==> src/rtl/sequential_subtractor.sv <==
// Digit-serial subtractor: diff = x - y - b_in, one DIGIT-wide slice per cycle, LSB slice first.
// Define SEQ_SUB_OVERFLOW_EN to add the signed-overflow output ovf.
module sequential_subtractor #(
  parameter int WIDTH = 16,
  parameter int DIGIT = 4
) (
  input  logic             clk,
  input  logic             rst,
  input  logic             start,
  input  logic [WIDTH-1:0] x,
  input  logic [WIDTH-1:0] y,
  input  logic             b_in,
  output logic [WIDTH-1:0] diff,
  output logic             b_out,
`ifdef SEQ_SUB_OVERFLOW_EN
  output logic             ovf,
`endif
  output logic             busy,
  output logic             done
);
  localparam int N  = WIDTH / DIGIT;
  localparam int CW = $clog2(N + 1);

  typedef enum logic [1:0] {IDLE, RUN, DONE} state_t;

  state_t           state, state_nxt;
  logic [WIDTH-1:0] x_sh, y_sh, acc, acc_nxt, dig_ext;
  logic             borrow;
  logic [CW-1:0]    cnt;
  logic [DIGIT:0]   slice;
  logic             last, accept;
`ifdef SEQ_SUB_OVERFLOW_EN
  logic             x_msb, y_msb;
`endif

  // Top bit of the (DIGIT+1)-bit difference is the borrow out of this slice.
  always_comb begin
    slice   = {1'b0, x_sh[DIGIT-1:0]} - {1'b0, y_sh[DIGIT-1:0]} - {{DIGIT{1'b0}}, borrow};
    dig_ext = WIDTH'(slice[DIGIT-1:0]);
    acc_nxt = (acc >> DIGIT) | (dig_ext << (WIDTH - DIGIT));
    last    = (cnt == CW'(N - 1));
    accept  = start && (state != RUN);
  end

  always_ff @(posedge clk or posedge rst) begin
    if (rst) state <= IDLE;
    else     state <= state_nxt;
  end

  always_comb begin
    state_nxt = state;
    busy      = 1'b0;
    done      = 1'b0;
    case (state)
      IDLE: if (start) state_nxt = RUN;
      RUN: begin
        busy = 1'b1;
        if (last) state_nxt = DONE;
      end
      DONE: begin
        done      = 1'b1;
        state_nxt = start ? RUN : IDLE;
      end
      default: state_nxt = IDLE;
    endcase
  end

  // Partial slices collect in acc; diff/b_out only change on the final slice.
  always_ff @(posedge clk or posedge rst) begin
    if (rst) begin
      x_sh   <= '0;
      y_sh   <= '0;
      acc    <= '0;
      borrow <= 1'b0;
      cnt    <= '0;
      diff   <= '0;
      b_out  <= 1'b0;
`ifdef SEQ_SUB_OVERFLOW_EN
      x_msb  <= 1'b0;
      y_msb  <= 1'b0;
      ovf    <= 1'b0;
`endif
    end else if (accept) begin
      x_sh   <= x;
      y_sh   <= y;
      acc    <= '0;
      borrow <= b_in;
      cnt    <= '0;
`ifdef SEQ_SUB_OVERFLOW_EN
      x_msb  <= x[WIDTH-1];
      y_msb  <= y[WIDTH-1];
`endif
    end else if (state == RUN) begin
      x_sh   <= x_sh >> DIGIT;
      y_sh   <= y_sh >> DIGIT;
      acc    <= acc_nxt;
      borrow <= slice[DIGIT];
      if (!last) cnt <= cnt + CW'(1);
      if (last) begin
        diff  <= acc_nxt;
        b_out <= slice[DIGIT];
`ifdef SEQ_SUB_OVERFLOW_EN
        ovf   <= (x_msb ^ y_msb) & (acc_nxt[WIDTH-1] ^ x_msb);
`endif
      end
    end
  end
endmodule

==> config.mk <==
export PLATFORM = sky130hd
export DESIGN_NAME = sequential_subtractor
export DESIGN_NICKNAME = d
export VERILOG_FILES = /design/src/rtl/sequential_subtractor.sv
export SDC_FILE = /design/constraint.sdc
export NUM_CORES = 1
export LEC_CHECK = 0
export CAP_MARGIN = 20
export CORE_ASPECT_RATIO = 0.6
export CORE_MARGIN = 1.5
export CORE_UTILIZATION = 39
export CTS_CLUSTER_SIZE = 8
export DETAILED_ROUTE_END_ITERATION = 7
export PLACE_DENSITY = 0.6
export SLEW_MARGIN = 20
export SYNTH_ARGS = -nofsm -noshare
export SYNTH_HDL_FRONTEND = slang
export SYNTH_SLANG_ARGS = --single-unit
export TNS_END_PERCENT = 5
==> constraint.sdc <==
create_clock -name clk -period 3.2 [get_ports clk]
set_clock_uncertainty 0.2 [all_clocks]
set_input_delay 0.64 -clock clk [delete_from_list [all_inputs] [get_ports clk]]
set_output_delay 0.64 -clock clk [all_outputs]
set_load 0.02 [all_outputs]
# Yosys cells after proc, flatten, opt, wreduce, memory -nomap -nowiden

Cells that the tools add are included.
Widths: inputs -> output; s select.

Add/sub/neg operators: 3
Eq/ne operators: 7
Muxes and demuxes: 17
Bitwise operators: 2
Reduce and logical (&&, ||, !) cells: 6

Operators by type and width:

| cell                | count |
|---|---|
| $mux 16             | 6 |
| $or 12x16->16       | 1 |
| $mux 3              | 3 |
| $pmux 2 s3          | 1 |
| $mux 1              | 5 |
| $sub 4x4->5         | 1 |
| $sub 5x1->5         | 1 |
| $mux 2              | 2 |
| $ne 2x1->1 const B  | 2 |
| $ne 2x2->1 const B  | 2 |
| $reduce_and 2->1    | 2 |
| $add 3x1->3 const B | 1 |
| $eq 3x2->1 const B  | 1 |
| $reduce_and 3->1    | 1 |
| $eq 2x1->1 const B  | 1 |
| $eq 2x2->1 const B  | 1 |
| $logic_not 2->1     | 1 |
| $reduce_bool 2->1   | 1 |
| $logic_and 1x1->1   | 1 |
| $not 1->1           | 1 |

Register bits: 71
Input port bits: 36
Output and inout bits: 19
Word-level logic and storage cells: 43

# Longest topological paths before layout

Gate-level depths: netlist of the first run.

Word-level depth: 5
Mapped depth: 7
Depth with buffers taken out: 7

# Worst setup path after synthesis of the first run

OpenSTA, ideal clock, no wires.

Path kind: register to register
From: register x_sh[0]
To: register b_out
Library setup time: 0.131 ns
Arrival time: 1.718 ns
Required time: 2.869 ns
Slack: 1.151 ns
Cell stages (with the launch flop): 6
Buffers on the path: 0
Clock period less this slack: 2.049 ns
Cells stage by stage: dfrtp_1 fa_1 fa_1 nor2b_1 a2bb2oi_1 a31oi_1

Longest elaborated chain between the ends: 2

RTL lines:

| element                | RTL line | RTL |
|---|---|---|
| start, declared        | 27       | `logic [WIDTH-1:0] x_sh, y_sh, acc, acc_nxt, dig_ext;` |
| start signal, assigned | 94       | `x_sh <= x_sh >> DIGIT;` |
| $sub 4x4->5            | 38       | `slice = {1'b0, x_sh[DIGIT-1:0]} - {1'b0, y_sh[DIGIT-1:0]} - {{DIGIT{1'b0}}, borrow};` |
| $sub 5x1->5            | 38       |  |
| end signal, assigned   | 101      | `b_out <= slice[DIGIT];` |
| end, declared          | 14       | `output logic b_out,` |

Every way passes these cells.
A chain may end at the register's enable or synchronous reset.

# Final worst setup path of the first run

From: register state[0]
To: output port done

Longest elaborated chain between the ends: 2

RTL lines:

| element                | RTL line | RTL |
|---|---|---|
| start, declared        | 26       | `state_t state, state_nxt;` |
| start signal, assigned | 47       | `else state <= state_nxt;` |
| $eq 2x2->1             | 54       | `case (state)` |
| $mux 1                 | 54       |  |
| end, declared          | 19       | `output logic done` |

Every way passes these cells.

==> summary.txt, run 1 <==
Status
  – Outcome: finished clean

Floorplan
  – Die area: 8410 um2
  – Rows: 24
  – I/O pins: 55
  – Die width: 117 um
  – Die Ht: 71.6 um
  – Initial Util: 41.3%
  – Core Region: 7420 um2

Yosys
  – Number of synthesized flops with an enable pin: 0
  – Yosys top cell by area: dfrtp_1
  – Post-Syn Area: 3060 um2
  – Syn Nets: 321
  – Prevailing post-synth register cell: dfrtp_1
  – Flops & latches, synth: 67
  – Asr flop ratio synth: 100%
  – Yosys cell types: 32
  – Count leader, synth: dfrtp_1
  – Ys Warns: 0
  – Synthesized netlist cell count: 275
  – Most common library cells after synthesis: dfrtp_1 (67), nand2_1 (46), mux2i_1 (32)
  – Syn Area/Cell: 11.1 um2
  – Synth area leaders: dfrtp_1 (55%), mux2i_1 (10%), nand2_1 (5.6%)
  – Seq/Total Area, Yosys: 54.7%
  – Synth top area share: 54.7%

Power and ir drop
  – Pint: 2720 uW
  – Clk pwr share: 27.0%
  – Maximum vdd ir drop: 388 uV
  – Switch share: 34.8%
  – Pwr/cell area: 1040 nW/um2
  – Leakage power: 0.00186 uW
  – Psw: 1450 uW
  – Combinational share of power: 39.0%
  – Tot Pwr: 4170 uW
  – Seq pwr share: 34.0%

Cells and area
  – Fillers: 664
  – Nets@finish: 375
  – Synth-to-Final Area Change: 31.1%
  – N_diodes: 0
  – Proportion of layout cells with a drive suffix above 1: 11.1%
  – Finished Layout Cells: 438

Critical path
  – WP data arrival: 1.65 ns
  – Worst reg2reg startpoint: x_sh[0]
  – Beginning of the critical path: state[0]
  – R2R cell count: 5
  – Buf/Inv on CP: 1
  – Crit path cell chain: nor2b_1, clkdlybuf4s50_1
  – Reg-to-reg critical path endpoint: borrow
  – Largest incremental delay on the critical path: 0.66 ns
  – CP Capture Type: primary output
  – Critical-path top delay cell: clkdlybuf4s50_1
  – CP Max Fanout: 4
  – CP required: 2.36 ns
  – Startpoint type of the worst setup path: flop
  – CP Class: reg -> out
  – Crit path max-delay family: buffers and inverters
  – Reg2reg setup slack: 0.98 ns

STA
  – Period utilisation layout: 77.8%
  – Final min period: 2.49 ns
  – Worst relative slew slack: 53.2%
  – Setup Viol. Count Final: 0
  – Count of pins over their slew limit: 0
  – Fin Setup TNS: 0 ns
  – Final count of hold timing violations: 0
  – Slew @ Worst Pin: 0.702 ns
  – RSZ-0062 raised after global routing: false
  – FMAX: 401 MHz

Drt
  – Via density: 4.73
  – Total Wirelength: 6170 um
  – Wire per inst: 14.1 um
  – Routed Antenna Nets: 0
  – DRC viols: 0
  – Via count: 2,072
  – Initial DRC count: 120
  – DRT Pass-1 Iters: 4

Clock tree
  – Clock Tree Root: clkbuf_16
  – H-tree depth: 3
  – # clock sinks: 67
  – Post-CTS sizing: 0
  – Setup Buffers After CTS: 0
  – Post-CTS Hold Buffers: 0
  – TritonCTS Buffers: 9
  – Clock transition at path regs: 0.05 ns
  – CTS tree: built
  – Clk_lat worst skew: 0.33 ns
  – CTS max path bufs: 2

Global route
  – Grt ovf: 0
  – Vias in the first global route: 2,074
  – Largest net degree at the start of global routing: 77
  – Initial antenna violation count: 0
  – Global-route usage over all layers: 16.7%
  – Global-route wire length before repair: 10,700 um

Placed design
  – Port Buf Inserts: 54
  – Placed insts: 422
  – Post-detail-place hpwl: 4150 um
  – GPL Wtd Cong: 0.783

Worst hold path
  – Worst min-delay path class: reg -> reg
  – Worst hold path depth: 2
  – Hold Path Sink: x_sh[11]
  – Hold Path Origin: x_sh[15]

Job
  – Max cap viols: 0
==> sequential cells by signal, indices dropped and copies added, names as in the netlist <==
signal / count
b_out: 1
y_sh: 16
borrow: 1
x_sh: 16
state: 2
diff: 16
acc: 12
cnt: 3
==> stage by stage <==
stage | hold slack (ns) | cell area [um2] | setup WS, ns | utilization [%]
2_1_floorplan | 0.249 | 3060 | 0.677 | -
3_3_place_gp | 0.260 | 3670 | 1.06 | 49.5
3_5_place_dp | 0.263 | 3670 | 0.985 | 49.5
4_1_cts | 0.281 | 4020 | 0.698 | 54.1
5_1_grt | 0.305 | 4020 | 0.645 | 54.1
6_report | 0.277 | 4020 | 0.709 | 54.1
==> area by class of cell <==
type | count | area, um2 | share of cell area (%)
Clock buffer | 10 | 229 | 5.70
Clock inverter | 6 | 114 | 2.84
Inverter | 15 | 56.3 | 1.40
Multi-Input combinational cell | 177 | 1220 | 30.5
Sequential cell | 67 | 1680 | 41.8
Tap cell | 104 | 130 | 3.24
Timing Repair Buffer | 59 | 586 | 14.6
==> layer usage <==
layer | vias up | wire length [um] | global-route usage [%]
li1 | 1046 | - | -
met5 | - | 0 | 0
met1 | 977 | 3320 | 23.8
met4 | 0 | 61 | 4.94
met2 | 43 | 2360 | 22.7
met3 | 6 | 420 | 7.64
==> worst max path at each step <==
| stage | endpoint | slack, ns | depth (start not counted) |
|---|---|---|---|
| final | done | 0.71 | 2 |
| after detailed placement | borrow | 0.98 | 5 |
| after global routing | done | 0.64 | 2 |
| after floorplan | acc[10] | 0.68 | 1 |
| after global placement | done | 1.06 | 2 |
| after CTS | done | 0.70 | 2 |
==> placed cells by master (no fill, tap or decap), drive strengths merged <==
cell type,Yosys,final
nand2b,1,1
a22o,1,1
buf,13,6
nor2b,3,3
fa,2,2
clkinv,0,1
clkinvlp,0,2
mux2,13,13
nand3,4,4
a21o,1,1
clkdlybuf4s50,0,53
a31oi,2,2
o211a,1,1
clkbuf,3,10
ha,8,8
mux2i,32,32
a2bb2oi,1,1
nand3b,1,1
o21ai,41,41
nand4,2,2
bufinv,0,3
dfrtp,67,67
o22ai,1,1
nor2,11,11
nand2,46,46
nor3,1,1
o311ai,1,1
xnor2,2,2
a211o,2,2
inv,15,15
==> power groups by stage <==
stage	Combinational (uW)	Sequential, uW	Clock (uW)
after floorplan	1060	1500	0
after global placement	1610	1420	0
after detailed placement	1630	1430	0
after CTS	1650	1420	1140
after global routing	1830	1470	1190
final	1630	1420	1120
==> worst min-delay path: stages (launching register included) <==
cell     delay [ns]
dfrtp_1        0.34
nand2_1        0.05
o21ai_0        0.06
==> kinds of logic (layout without fill, tap and decap cells) <==
logic type	count (synthesis)	count (layout)	share of synthesized area, %
flip-flops	67	67	54.7
AND/OR/NAND/NOR	69	69	9.27
buffers and inverters	31	90	5.31
multiplexers	45	45	16.2
AO/OA/AOI/OAI	51	51	9.31
adder cells (fa/ha/maj)	10	10	4.58
XOR/XNOR	2	2	0.572
(Power assumes the default switching activity.)
==> inputs of run 2 (changes only) <==
==> constraint.sdc (replaced) <==
create_clock -name clk -period 2.34 [get_ports clk]
set_clock_uncertainty 0.2 [all_clocks]
set_input_delay 0.468 -clock clk [delete_from_list [all_inputs] [get_ports clk]]
set_output_delay 0.468 -clock clk [all_outputs]
set_load 0.02 [all_outputs]
==> run 2 against run 1 <==
Final cell count up 0.46%. Die area is the same. Setup slack worse by 0.64 ns. Routed wire length increased by 0.81%. Clock-buffer cell count up 2. Final area fell by 1.1%. Largest power group unchanged. Critical path depth grew 1.
==> summary.txt, run 2 (synthesized netlist as in run 1, its figures left out) <==
Critical path
  – CP Capture Type: primary output (unchanged)
  – Startpoint type of the worst setup path: flop (unchanged)
  – Critical-path top delay cell: clkdlybuf4s50_1 (unchanged)
  – Largest incremental delay on the critical path: 0.60 ns (was 0.66 ns)
  – Beginning of the critical path: state[1] (was state[0])
  – Worst reg2reg startpoint: x_sh[0] (unchanged)
  – WP data arrival: 1.60 ns (was 1.65 ns)
  – CP Max Fanout: 3 (was 4)
  – Reg-to-reg critical path endpoint: b_out (was borrow)
  – Crit path cell chain: nand2b_1, inv_2, clkdlybuf4s50_1 (was nor2b_1, clkdlybuf4s50_1)
  – CP Class: reg -> out (unchanged)
  – CP required: 1.67 ns (was 2.36 ns)
  – Buf/Inv on CP: 2 (was 1)
  – Reg2reg setup slack: 0.19 ns (was 0.98 ns)
  – R2R cell count: 5 (unchanged)
  – Crit path max-delay family: buffers and inverters (unchanged)

Clock tree
  – Post-CTS Hold Buffers: 0 (unchanged)
  – CTS tree: built (unchanged)
  – Post-CTS sizing: 0 (unchanged)
  – CTS max path bufs: 2 (unchanged)
  – H-tree depth: 3 (unchanged)
  – # clock sinks: 67 (unchanged)
  – TritonCTS Buffers: 9 (unchanged)
  – Clock Tree Root: clkbuf_16 (unchanged)
  – Setup Buffers After CTS: 0 (unchanged)
  – Clk_lat worst skew: 0.33 ns (about the same)
  – Clock transition at path regs: 0.05 ns (about the same)

Power and ir drop
  – Tot Pwr: 5360 uW (was 4170 uW)
  – Leakage power: 0.00185 uW (was 0.00186 uW)
  – Maximum vdd ir drop: 644 uV (was 388 uV)
  – Pwr/cell area: 1350 nW/um2 (was 1040 nW/um2)

STA
  – Fin Setup TNS: 0 ns (unchanged)
  – Final min period: 2.27 ns
  – Period utilisation layout: 97.0%
  – PnR worst setup slack: 0.0707 ns (was 0.709 ns)
  – Worst relative slew slack: 71.1% (was 53.2%)
  – RSZ-0062 raised after global routing: false (unchanged)
  – Count of pins over their slew limit: 0 (unchanged)
  – Slew @ Worst Pin: 0.432 ns (was 0.702 ns)
  – Final count of hold timing violations: 0 (unchanged)
  – FMAX: 441 MHz
  – Hold slack: 0.272 ns (was 0.277 ns)
  – Setup Viol. Count Final: 0 (unchanged)

Placed design
  – Placed insts: 425 (was 422)
  – GPL Wtd Cong: 0.747 (was 0.783)
  – Port Buf Inserts: 54 (unchanged)
  – Post-detail-place hpwl: 4420 um (was 4150 um)
  – Worst slack, placed: 0.177 ns (was 0.985 ns)

Floorplan
  – I/O pins: 55 (unchanged)
  – Die Ht: 71.6 um (unchanged)
  – Core Region: 7420 um2 (unchanged)
  – Rows: 24 (unchanged)
  – Die area: 8410 um2 (unchanged)
  – Initial Util: 41.3% (unchanged)
  – Die width: 117 um (unchanged)

Drt
  – Total Wirelength: 6220 um (was 6170 um)
  – Via density: 4.71 (was 4.73)
  – Initial DRC count: 89 (was 120)
  – Wire per inst: 14.1 um (about the same)
  – Routed Antenna Nets: 0 (unchanged)
  – DRT Pass-1 Iters: 4 (unchanged)
  – DRC viols: 0 (unchanged)
  – Via count: 2,073 (was 2,072)

Cells and area
  – N_diodes: 0 (unchanged)
  – Finished Layout Cells: 440 (was 438)
  – Most frequent cells in the layout: dfrtp_1 (67), clkdlybuf4s50_1 (53), nand2_1 (46) (unchanged)
  – Synth-to-Final Area Change: 29.7% (was 31.1%)
  – Proportion of layout cells with a drive suffix above 1: 11.3% (was 11.1%)
  – Fillers: 647 (was 664)
  – Nets@finish: 378 (was 375)
  – Commonest non-fill, non-tap cell in the layout: dfrtp_1 (unchanged)
  – Largest regs: diff (16), x_sh (16), y_sh (16) (unchanged)

Global route
  – Global-route wire length before repair: 10,800 um (was 10,700 um)
  – Largest net degree at the start of global routing: 41 (was 77)
  – Global-route usage over all layers: 16.9% (was 16.7%)
  – Grt ovf: 0 (unchanged)
  – Vias in the first global route: 2,114 (was 2,074)
  – Initial antenna violation count: 0 (unchanged)

Status
  – Outcome: finished clean (unchanged)

Worst hold path
  – Hold Path Origin: cnt[2] (was x_sh[15])
  – Worst min-delay path class: reg -> reg (unchanged)
  – Hold Path Sink: cnt[2] (was x_sh[11])
  – Worst hold path depth: 1 (was 2)

Job
  – Max cap viols: 0 (unchanged)
run 2: how the worst max path moves through the flow:
stage	depth (start not counted)	end
after global routing	3	busy
after global placement	5	borrow
after floorplan	5	b_out
after detailed placement	5	b_out
final	3	busy
after CTS	3	busy
run 2: layout make-up:
| cell class | instances | area (um2) | share of cell area, % |
|---|---|---|---|
| clock inverters | 3 | 15.0 | 0.378 |
| repair buffers | 62 | 621 | 15.6 |
| well taps | 104 | 130 | 3.28 |
| multi-input cells | 177 | 1220 | 30.8 |
| clock buffers | 12 | 246 | 6.20 |
| inverters | 15 | 60.1 | 1.51 |
| flip-flops and latches | 67 | 1680 | 42.2 |
run 2: per-layer routing:
metal	up-vias	track usage (%)	part of all wire, %
met5	-	0	0
met4	0	6.17	0.61
met3	2	6.77	6.0
met2	46	22.7	40
met1	978	24.5	53
li1	1047	-	-
run 2: through the flow:
step	instance area, um2	utilization [%]
floorplan	3070	-
global placement	3710	50.0
detailed placement	3710	50.0
CTS	3970	53.6
global route	3970	53.6
finish	3970	53.6
run 2: power breakdown:
part           internal, uW  switching (uW)
registers              1660             283
clock network           733             453
logic                  1040            1200
